==> config.mk <==
export PLATFORM = sky130hd
export DESIGN_NAME = fsm_sequence_gen
export DESIGN_NICKNAME = d
export VERILOG_FILES = /design/src/rtl/seq_pkg.sv /design/src/rtl/seq_down_counter.sv /design/src/rtl/fsm_sequence_gen.sv
export SDC_FILE = /design/constraint.sdc
export NUM_CORES = 1
export LEC_CHECK = 0
export BUFFER_PORTS_ARGS = -buffer_cell sky130_fd_sc_hd__buf_4
export CAP_MARGIN = 25
export CORE_ASPECT_RATIO = 1.2
export CORE_MARGIN = 2
export CORE_UTILIZATION = 45
export CTS_CLUSTER_DIAMETER = 150
export DETAILED_ROUTE_END_ITERATION = 7
export PLACE_DENSITY = 0.67
export SKIP_CTS_REPAIR_TIMING = 1
export SYNTH_ARGS = -nofsm -noshare
export SYNTH_HDL_FRONTEND = slang
export SYNTH_SLANG_ARGS = --single-unit
==> constraint.sdc <==
create_clock -name clock -period 2.3 [get_ports clock]
set_input_delay 0.575 -clock clock [delete_from_list [all_inputs] [get_ports clock]]
set_output_delay 0.575 -clock clock [all_outputs]
set_load 0.05 [all_outputs]
==> src/rtl/seq_pkg.sv <==
// seq_pkg -- shared definitions for the serial pattern transmitter.
//   state_t               : 2-bit FSM encoding (IDLE/SEND/GAP/DONE)
//   SEQ_DEFAULT_PATTERN   : pattern sent by default, MSB first
//   SEQ_DEFAULT_PATTERN_W : its length in bits
package seq_pkg;

    typedef enum logic [1:0] {
        S_IDLE = 2'b00,
        S_SEND = 2'b01,
        S_GAP  = 2'b10,
        S_DONE = 2'b11
    } state_t;

    localparam int          SEQ_DEFAULT_PATTERN_W = 4;
    localparam logic [3:0]  SEQ_DEFAULT_PATTERN   = 4'b1101;

endpackage

==> src/rtl/seq_down_counter.sv <==
// seq_down_counter -- loadable down counter with a zero flag.
//   clock    : rising-edge clock
//   reset    : asynchronous active-low reset (count cleared)
//   load     : load load_val (has priority over dec)
//   load_val : value to load
//   dec      : decrement by one; holds at zero
//   count    : current count
//   zero     : count == 0
module seq_down_counter #(
    parameter int W = 4
) (
    input  logic         clock,
    input  logic         reset,
    input  logic         load,
    input  logic [W-1:0] load_val,
    input  logic         dec,
    output logic [W-1:0] count,
    output logic         zero
);

    logic [W-1:0] cnt_q, cnt_d;

    always_comb begin
        cnt_d = cnt_q;
        if (load) begin
            cnt_d = load_val;
        end else if (dec && (cnt_q != '0)) begin
            cnt_d = cnt_q - W'(1);
        end
    end

    always_ff @(posedge clock or negedge reset) begin
        if (!reset) cnt_q <= '0;
        else        cnt_q <= cnt_d;
    end

    assign count = cnt_q;
    assign zero  = (cnt_q == '0);

endmodule

==> src/rtl/fsm_sequence_gen.sv <==
// fsm_sequence_gen -- serial pattern transmitter (source of the 1101 link).
// On an accepted start, sends PATTERN MSB first on w, reps times, with gap
// idle-zero cycles between repetitions, then pulses done for one cycle.
//   clock     : rising-edge clock
//   reset     : asynchronous active-low reset
//   start     : job request, only looked at in IDLE
//   reps      : repetition count, latched on accepted start
//   gap       : idle cycles between repetitions, latched on accepted start
//   w         : serial bit (registered)
//   valid     : w carries a pattern bit
//   busy      : job in progress (SEND/GAP)
//   done      : one-cycle end-of-job pulse
//   frame_end : only with SEQ_GEN_FRAME_MARK_EN; high while w carries bit 0
// Build option: define SEQ_GEN_FRAME_MARK_EN to add the frame_end output.
module fsm_sequence_gen
    import seq_pkg::*;
#(
    parameter int                   PATTERN_W = SEQ_DEFAULT_PATTERN_W,
    parameter logic [PATTERN_W-1:0] PATTERN   = SEQ_DEFAULT_PATTERN,
    parameter int                   REPS_W    = 8,
    parameter int                   GAP_W     = 4
) (
    input  logic              clock,
    input  logic              reset,
    input  logic              start,
    input  logic [REPS_W-1:0] reps,
    input  logic [GAP_W-1:0]  gap,
    output logic              w,
    output logic              valid,
    output logic              busy,
`ifdef SEQ_GEN_FRAME_MARK_EN
    output logic              frame_end,
`endif
    output logic              done
);

    localparam int IDX_W = $clog2(PATTERN_W);

    state_t state_q, state_d;
    logic w_q, w_d, valid_q, valid_d, busy_q, busy_d, done_q, done_d;
    logic fe_q, fe_d;
    logic [GAP_W-1:0] gap_q, gap_d;

    // Index of the bit currently on w; zero means the bit-0 cycle.
    logic             idx_load, idx_dec, idx_zero;
    logic [IDX_W-1:0] idx_cnt;
    // Repetitions still to start after the current one.
    logic              rep_load, rep_dec, rep_zero;
    logic [REPS_W-1:0] rep_cnt;
    // Gap cycles remaining after the current one.
    logic             gap_load, gap_dec, gap_zero;
    logic [GAP_W-1:0] gap_cnt;

    seq_down_counter #(.W(IDX_W)) u_idx_cnt (
        .clock(clock), .reset(reset), .load(idx_load),
        .load_val(IDX_W'(PATTERN_W - 1)), .dec(idx_dec),
        .count(idx_cnt), .zero(idx_zero)
    );

    seq_down_counter #(.W(REPS_W)) u_rep_cnt (
        .clock(clock), .reset(reset), .load(rep_load),
        .load_val(reps - REPS_W'(1)), .dec(rep_dec),
        .count(rep_cnt), .zero(rep_zero)
    );

    seq_down_counter #(.W(GAP_W)) u_gap_cnt (
        .clock(clock), .reset(reset), .load(gap_load),
        .load_val(gap_q - GAP_W'(1)), .dec(gap_dec),
        .count(gap_cnt), .zero(gap_zero)
    );

    // Only the zero flags of the repetition and gap counters are needed.
    logic unused_cnt;
    assign unused_cnt = ^{rep_cnt, gap_cnt};

    // Outputs are computed one cycle ahead and registered, so every output
    // reflects the state entered at the same edge.
    always_comb begin
        state_d  = state_q;
        gap_d    = gap_q;
        w_d      = 1'b0;
        valid_d  = 1'b0;
        busy_d   = 1'b0;
        done_d   = 1'b0;
        fe_d     = 1'b0;
        idx_load = 1'b0;
        idx_dec  = 1'b0;
        rep_load = 1'b0;
        rep_dec  = 1'b0;
        gap_load = 1'b0;
        gap_dec  = 1'b0;

        case (state_q)
            S_IDLE: begin
                if (start) begin
                    if (reps != '0) begin
                        state_d  = S_SEND;
                        gap_d    = gap;
                        rep_load = 1'b1;
                        idx_load = 1'b1;
                        w_d      = PATTERN[PATTERN_W-1];
                        valid_d  = 1'b1;
                        busy_d   = 1'b1;
                    end else begin
                        state_d = S_DONE;
                        done_d  = 1'b1;
                    end
                end
            end
            S_SEND: begin
                busy_d = 1'b1;
                if (!idx_zero) begin
                    idx_dec = 1'b1;
                    w_d     = PATTERN[idx_cnt - IDX_W'(1)];
                    valid_d = 1'b1;
                    fe_d    = (idx_cnt == IDX_W'(1));
                end else if (rep_zero) begin
                    state_d = S_DONE;
                    busy_d  = 1'b0;
                    done_d  = 1'b1;
                end else begin
                    rep_dec = 1'b1;
                    if (gap_q != '0) begin
                        state_d  = S_GAP;
                        gap_load = 1'b1;
                    end else begin
                        // Back-to-back repetition: MSB follows bit 0 directly.
                        idx_load = 1'b1;
                        w_d      = PATTERN[PATTERN_W-1];
                        valid_d  = 1'b1;
                    end
                end
            end
            S_GAP: begin
                busy_d = 1'b1;
                if (gap_zero) begin
                    state_d  = S_SEND;
                    idx_load = 1'b1;
                    w_d      = PATTERN[PATTERN_W-1];
                    valid_d  = 1'b1;
                end else begin
                    gap_dec = 1'b1;
                end
            end
            S_DONE: begin
                state_d = S_IDLE;
            end
            default: begin
                state_d = S_IDLE;
            end
        endcase
    end

    always_ff @(posedge clock or negedge reset) begin
        if (!reset) begin
            state_q <= S_IDLE;
            gap_q   <= '0;
            w_q     <= 1'b0;
            valid_q <= 1'b0;
            busy_q  <= 1'b0;
            done_q  <= 1'b0;
            fe_q    <= 1'b0;
        end else begin
            state_q <= state_d;
            gap_q   <= gap_d;
            w_q     <= w_d;
            valid_q <= valid_d;
            busy_q  <= busy_d;
            done_q  <= done_d;
            fe_q    <= fe_d;
        end
    end

    assign w     = w_q;
    assign valid = valid_q;
    assign busy  = busy_q;
    assign done  = done_q;

`ifdef SEQ_GEN_FRAME_MARK_EN
    assign frame_end = fe_q;
`else
    logic unused_fe;
    assign unused_fe = fe_q;
`endif

endmodule

-- Yosys cells after proc, flatten, opt, wreduce, memory -nomap -nowiden
Cells that the tools add are included.
- register bits: 24
- latch bits: 0
- memory bits (writable): 0
- memory bits (read-only): 0
- input bits: 15
- output and inout bits: 4
- word-level logic and storage cells: 84
- memories kept: 0
- $add $sub $neg: 5
- multipliers: 0
- div/mod/pow operators: 0
- order comparisons: 1
- equality and inequality tests: 7
- shift operators: 0
- mux-type cells: 45
- bitwise gates (word level): 0
- reductions and logical operators: 17
- operators by type and width (kind ; count):
    2-to-1 mux 1 bit ; 26
    2-to-1 mux 2 bit ; 8
    2-to-1 mux 8 bit ; 2
    nonzero test 8 bit ; 2
    subtractor 8 x 1 -> 8 bit, second input constant ; 2
    case mux 1 bit (3 select lines) ; 4
    logical NOT 8 bit ; 1
    2-to-1 mux 4 bit ; 2
    case mux 2 bit (4 select lines) ; 1
    nonzero test 2 bit ; 4
    nonzero test 4 bit ; 2
    subtractor 4 x 1 -> 4 bit, second input constant ; 2
    != test 2 bit, second input constant ; 3
    equality test 2 bit, second input constant ; 2
    logical NOT 2 bit ; 2
    logical NOT 4 bit ; 1
    AND reduction 4 bit ; 1
    logical AND 1 bit ; 3
    less-than comparator 2 x 3 -> 1 bit, second input constant ; 1
    != test 3 bit, second input constant ; 1
    AND reduction 3 bit ; 1
    binary-select mux 1 bit (select 2 bit) ; 1
    equality test 2 x 1 -> 1 bit, second input constant ; 1
    case mux 1 bit (2 select lines) ; 1
    subtractor 2 x 1 -> 2 bit, second input constant ; 1

-- Logic depth before layout (Yosys ltp)
- word-level depth: 7
- mapped depth: 11
- mapped depth without buffers: 10

-- By module
From an unflattened synthesis, not the netlist that was laid out.
- cell total of the unflattened synthesis: 177
- area total of the unflattened synthesis: 1656.6 um^2
- modules (own cells, without submodules) (module ; instances ; cells each ; area an instance (um^2) ; seq. area each (um^2)):
    fsm_sequence_gen ; 1 ; 77 ; 708.2 ; 250.2
    seq_down_counter (u_rep_cnt) ; 1 ; 60 ; 545.5 ; 200.2
    seq_down_counter (u_gap_cnt) ; 1 ; 27 ; 270.3 ; 100.1
    seq_down_counter (u_idx_cnt) ; 1 ; 13 ; 132.6 ; 50.0

-- Worst setup path after synthesis
No wires, ideal clock.
- path type: input-to-reg
- from: input start
- to: register u_rep_cnt.cnt_q[6], in the netlist u_rep_cnt.count[6]
- arrival time: 2.549 ns
- path slack: -0.375 ns
- cell stages on the path: 10
- path through: or3b_4 a31oi_4 buf_4 buf_6 mux2i_1 ha_1 o21ai_1 a2111oi_2 xnor2_1 mux2i_1
- cells in the longest elaborated chain, start to end: 3
- elaborated cells between the ends (all ways): 4
- RTL lines (what ; line ; source):
    start, declared ; fsm_sequence_gen.sv:25 ; input logic start,
    2-to-1 mux 1 bit * ; fsm_sequence_gen.sv:95 ; if (start) begin
    2-to-1 mux 1 bit * ; fsm_sequence_gen.sv:93 ; case (state_q)
    2-to-1 mux 8 bit or nonzero test 2 bit (tied branches) ; n/a ;
    end signal, assigned ; seq_down_counter.sv:34 ; else cnt_q <= cnt_d;
    end, declared ; seq_down_counter.sv:21 ; logic [W-1:0] cnt_q, cnt_d;
Mark *: on every way between the ends. The rest lies on a longest branch, timed or not.
A chain may end at the register's enable or synchronous reset.

-- Worst setup path in the final report
- from: register u_rep_cnt.cnt_q[5], in the netlist u_rep_cnt.count[5]
- to: register u_gap_cnt.cnt_q[2], in the netlist u_gap_cnt.count[2]
- cells in the longest elaborated chain, start to end: 5
- elaborated cells between the ends (all ways): 6
- RTL lines (what ; line ; source):
    logical NOT 8 bit * ; seq_down_counter.sv:38 ; assign zero = (cnt_q == '0);
    2-to-1 mux 1 bit * ; fsm_sequence_gen.sv:117 ; end else if (rep_zero) begin
    2-to-1 mux 1 bit * ; fsm_sequence_gen.sv:112 ; if (!idx_zero) begin
    2-to-1 mux 1 bit * ; fsm_sequence_gen.sv:93 ;
    2-to-1 mux 4 bit or nonzero test 2 bit (tied branches) ; n/a ;
    end signal, assigned ; seq_down_counter.sv:34 ;
    end, declared ; seq_down_counter.sv:21 ;
Marks and branches as above.

==> flow_summary.ini <==
[synthesis]
post-synth-top-area-fraction_pct = 39.5
yosys_most_used_dff = dfrtp_1
syn-cell-area_sq_mm = 0.00152
ys_seq_area_share_pct = 39.5
synthTopCellsByArea = dfrtp_1 (39%), nand2_1 (3.9%), nor2_1 (3.5%)
synth_edf_count = 0
synth_top_family_by_area = simple AND/OR/NAND/NOR gates
syn-num-nets = 174
yosys.area.top_type = dfrtp_1
synth-simple-area-share_pct = 22.5
async_flop_share_pct = 100
syn_inst = 155
yosysWarnings = 0
muxShareOfSynthArea_pct = 7.73
synth.avg_cell_area_sq_um = 9.82
yosys_register_bits = 24
synth_compound_area_share_pct = 18.5
synthDistinctLibCells = 49
synthXorXnorAreaFrac_pct = 5.18
synthAdderAreaFrac_pct = 3.29

[layout]
syn_to_final_growth_pct = 27.1
nNetsFinal = 213
postLayoutCellArea_sq_mm = 0.00193
drive_gt1_share_pct = 34.2
nFillCells = 301
seqCellArea_sq_um = 602
diodes = 0
multi_input_area_sq_um = 911

[cts]
htree_levels = 1
clk_path_buf_depth = 2
cts_buffers = 3
cts_sinks = 24
cts_tree = built
clock_latency_ns = 0.27
cts_root_buffer = clkbuf_8
clkTransAtPathRegs_ns = 0.09

[global_route]
grtUsageMet3_pct = 1.92
antenna_found_initial = 0
grt_max_degree = 25
gr-usage-met2_pct = 37.1
grt_first_pass_wirelength_um = 5750
grt_pass1_vias = 1273
global_route.usage.met1_pct = 21.9
overflow = 0
track_usage_pct = 19.2
top_usage_layer = met2

[placement]
place_area_sq_mm = 0.00179
numPortBuffers = 18
gp_congestion = 0.857
dp_hpwl_um = 2640

[timing]
setup_tns_ns = 0
tightest_slew_ns = 0.495
fin_skew_ns = 0.00295
final-setup-viol-count = 0
max_freq_ghz = 0.455
slew_viol_final = 0
fin_crit_sh_pct = 95.5
hold_slack_ns = 0.193
period_minus_slack_ns = 2.20
timing_hold_violations_final = 0
relSlewSlack_pct = 66.7

[setup_path]
crit_type = reg -> reg
path_max_fanout = 5
startpoint_type = register
cp.arrival_ns = 2.36
required_ns = 2.46
end_kind = register

[floorplanning]
initial_core_util_pct = 46.4
core_area_sq_mm = 0.00328
die_h_um = 67.7
boundaryPins = 19
die_area_sq_mm = 0.00386
die_w_um = 57.1
rows = 23

[power_and_ir_drop]
total_power_mw = 2.55
power_density_mw_per_mm2 = 1320
vdd_drop_max_mv = 0.994
p_leak_nw = 0.835

[status]
outcome = completed

[route]
drtPass1Iterations = 4
totalWireLength_um = 3550
wl_per_cell_um = 15.4
avgViaCountPerCell = 5.69
drcViolationCount = 0
drtAntennaViolNets = 0
drt_iter0_drc = 28
via_count = 1308

[job]
drv_cap = 0

[min_path]
hold_path_class = in -> async
## layer usage
metal	up-vias	wire, um
li1	639	-
met1	644	1510
met2	21	1930
met3	4	70
met4	0	40
met5	-	0
## power breakdown
| group | leakage, nW | switching, mW | total, mW | internal [mW] |
|---|---|---|---|---|
| Clock | 0.0357 | 0.143 | 0.376 | 0.233 |
| Combinational | 0.511 | 0.700 | 1.34 | 0.640 |
| Sequential | 0.288 | 0.205 | 0.831 | 0.626 |
## area by class of cell
| class | count | share of cell area [%] |
|---|---|---|
| tap | 37 | 2.39 |
| inverter | 3 | 0.582 |
| clock buffer | 3 | 2.13 |
| multi-input combinational | 123 | 47.1 |
| clock inverter | 1 | 1.55 |
| timing repair buffer | 39 | 15.1 |
| sequential | 24 | 31.1 |
## stage by stage
stage	setup slack, ns	instances	util, %
detailed placement	-0.0905	221	54.6
global route	-0.0214	230	59.0
floorplan	-0.242	155	-
global placement	-0.0279	221	54.6
finish	0.103	230	59.0
CTS	0.0172	225	56.8
## placed cells by master (no fill, tap or decap), types with 2 or more instances in the layout
cell and n:
nor3b_1 2, a221o_1 2, mux2i_1 5, inv_2 3, nor2b_1 4, xor2_1 6, nand3_1 2, clkbuf_8 3
buf_4 39, and3_1 2, mux2_1 4, o31ai_1 2, nor3_2 3, nor2_1 14, nor3_1 3, or3_1 2
dfrtp_1 23, ha_2 2, a31oi_1 3, nand2_1 16, xnor2_1 3, mux2_2 2, o21ai_1 6, nand2b_1 4
a21oi_1 10
## flip-flops by register name, indices dropped and copies added (netlist names)
signal	cells
busy	1
u_rep_cnt.count	8
state_q	2
gap_q	4
u_gap_cnt.count	4
w	1
done	1
valid	1
u_idx_cnt.count	2
## synth_stat cells (all sizes together) (3+ instances only)
cell type / n
nor2: 14
a21oi: 10
mux2i: 5
o21ai: 7
ha: 4
a31oi: 5
nand2: 17
nand2b: 4
nor3: 7
mux2: 6
dfrtp: 24
buf: 5
inv: 3
xnor2: 3
nor2b: 4
xor2: 6
## cell families after synthesis
| group | count (synthesis) |
|---|---|
| AOI/OAI and AO/OA | 38 |
| buffers and inverters | 8 |
| xor gates and xnor gates | 9 |
| DFF | 24 |
| and+or+nand+nor | 61 |
| muxes | 11 |
| adders and majority gates | 4 |
## path summary, 6_finish.rpt
path | cells after the start | slack, ns | to | from
min in group clock | 2 | 0.49 | u_rep_cnt.count[0] | reps[0]
min reg2reg | 2 | 0.53 | u_gap_cnt.count[3] | u_gap_cnt.count[3]
min | 1 | 0.19 | u_rep_cnt.count[4] | reset
max reg2reg | 9 | 0.10 | u_gap_cnt.count[2] | u_rep_cnt.count[5]
max | 9 | 0.10 | u_gap_cnt.count[2] | u_rep_cnt.count[5]
max in group asynchronous | 1 | 1.85 | state_q[0] | reset
## critical path, stage by stage (launching register included)
cell and delay, ns:
dfrtp_1 0.46, nor3_2 0.29, a31oi_2 0.16, buf_4 0.16
and2_1 0.16, a21oi_1 0.15, ha_2 0.23, nand2_1 0.05
and3_1 0.18, a221o_1 0.25
Note: power is estimated with default switching activity, not from simulation.
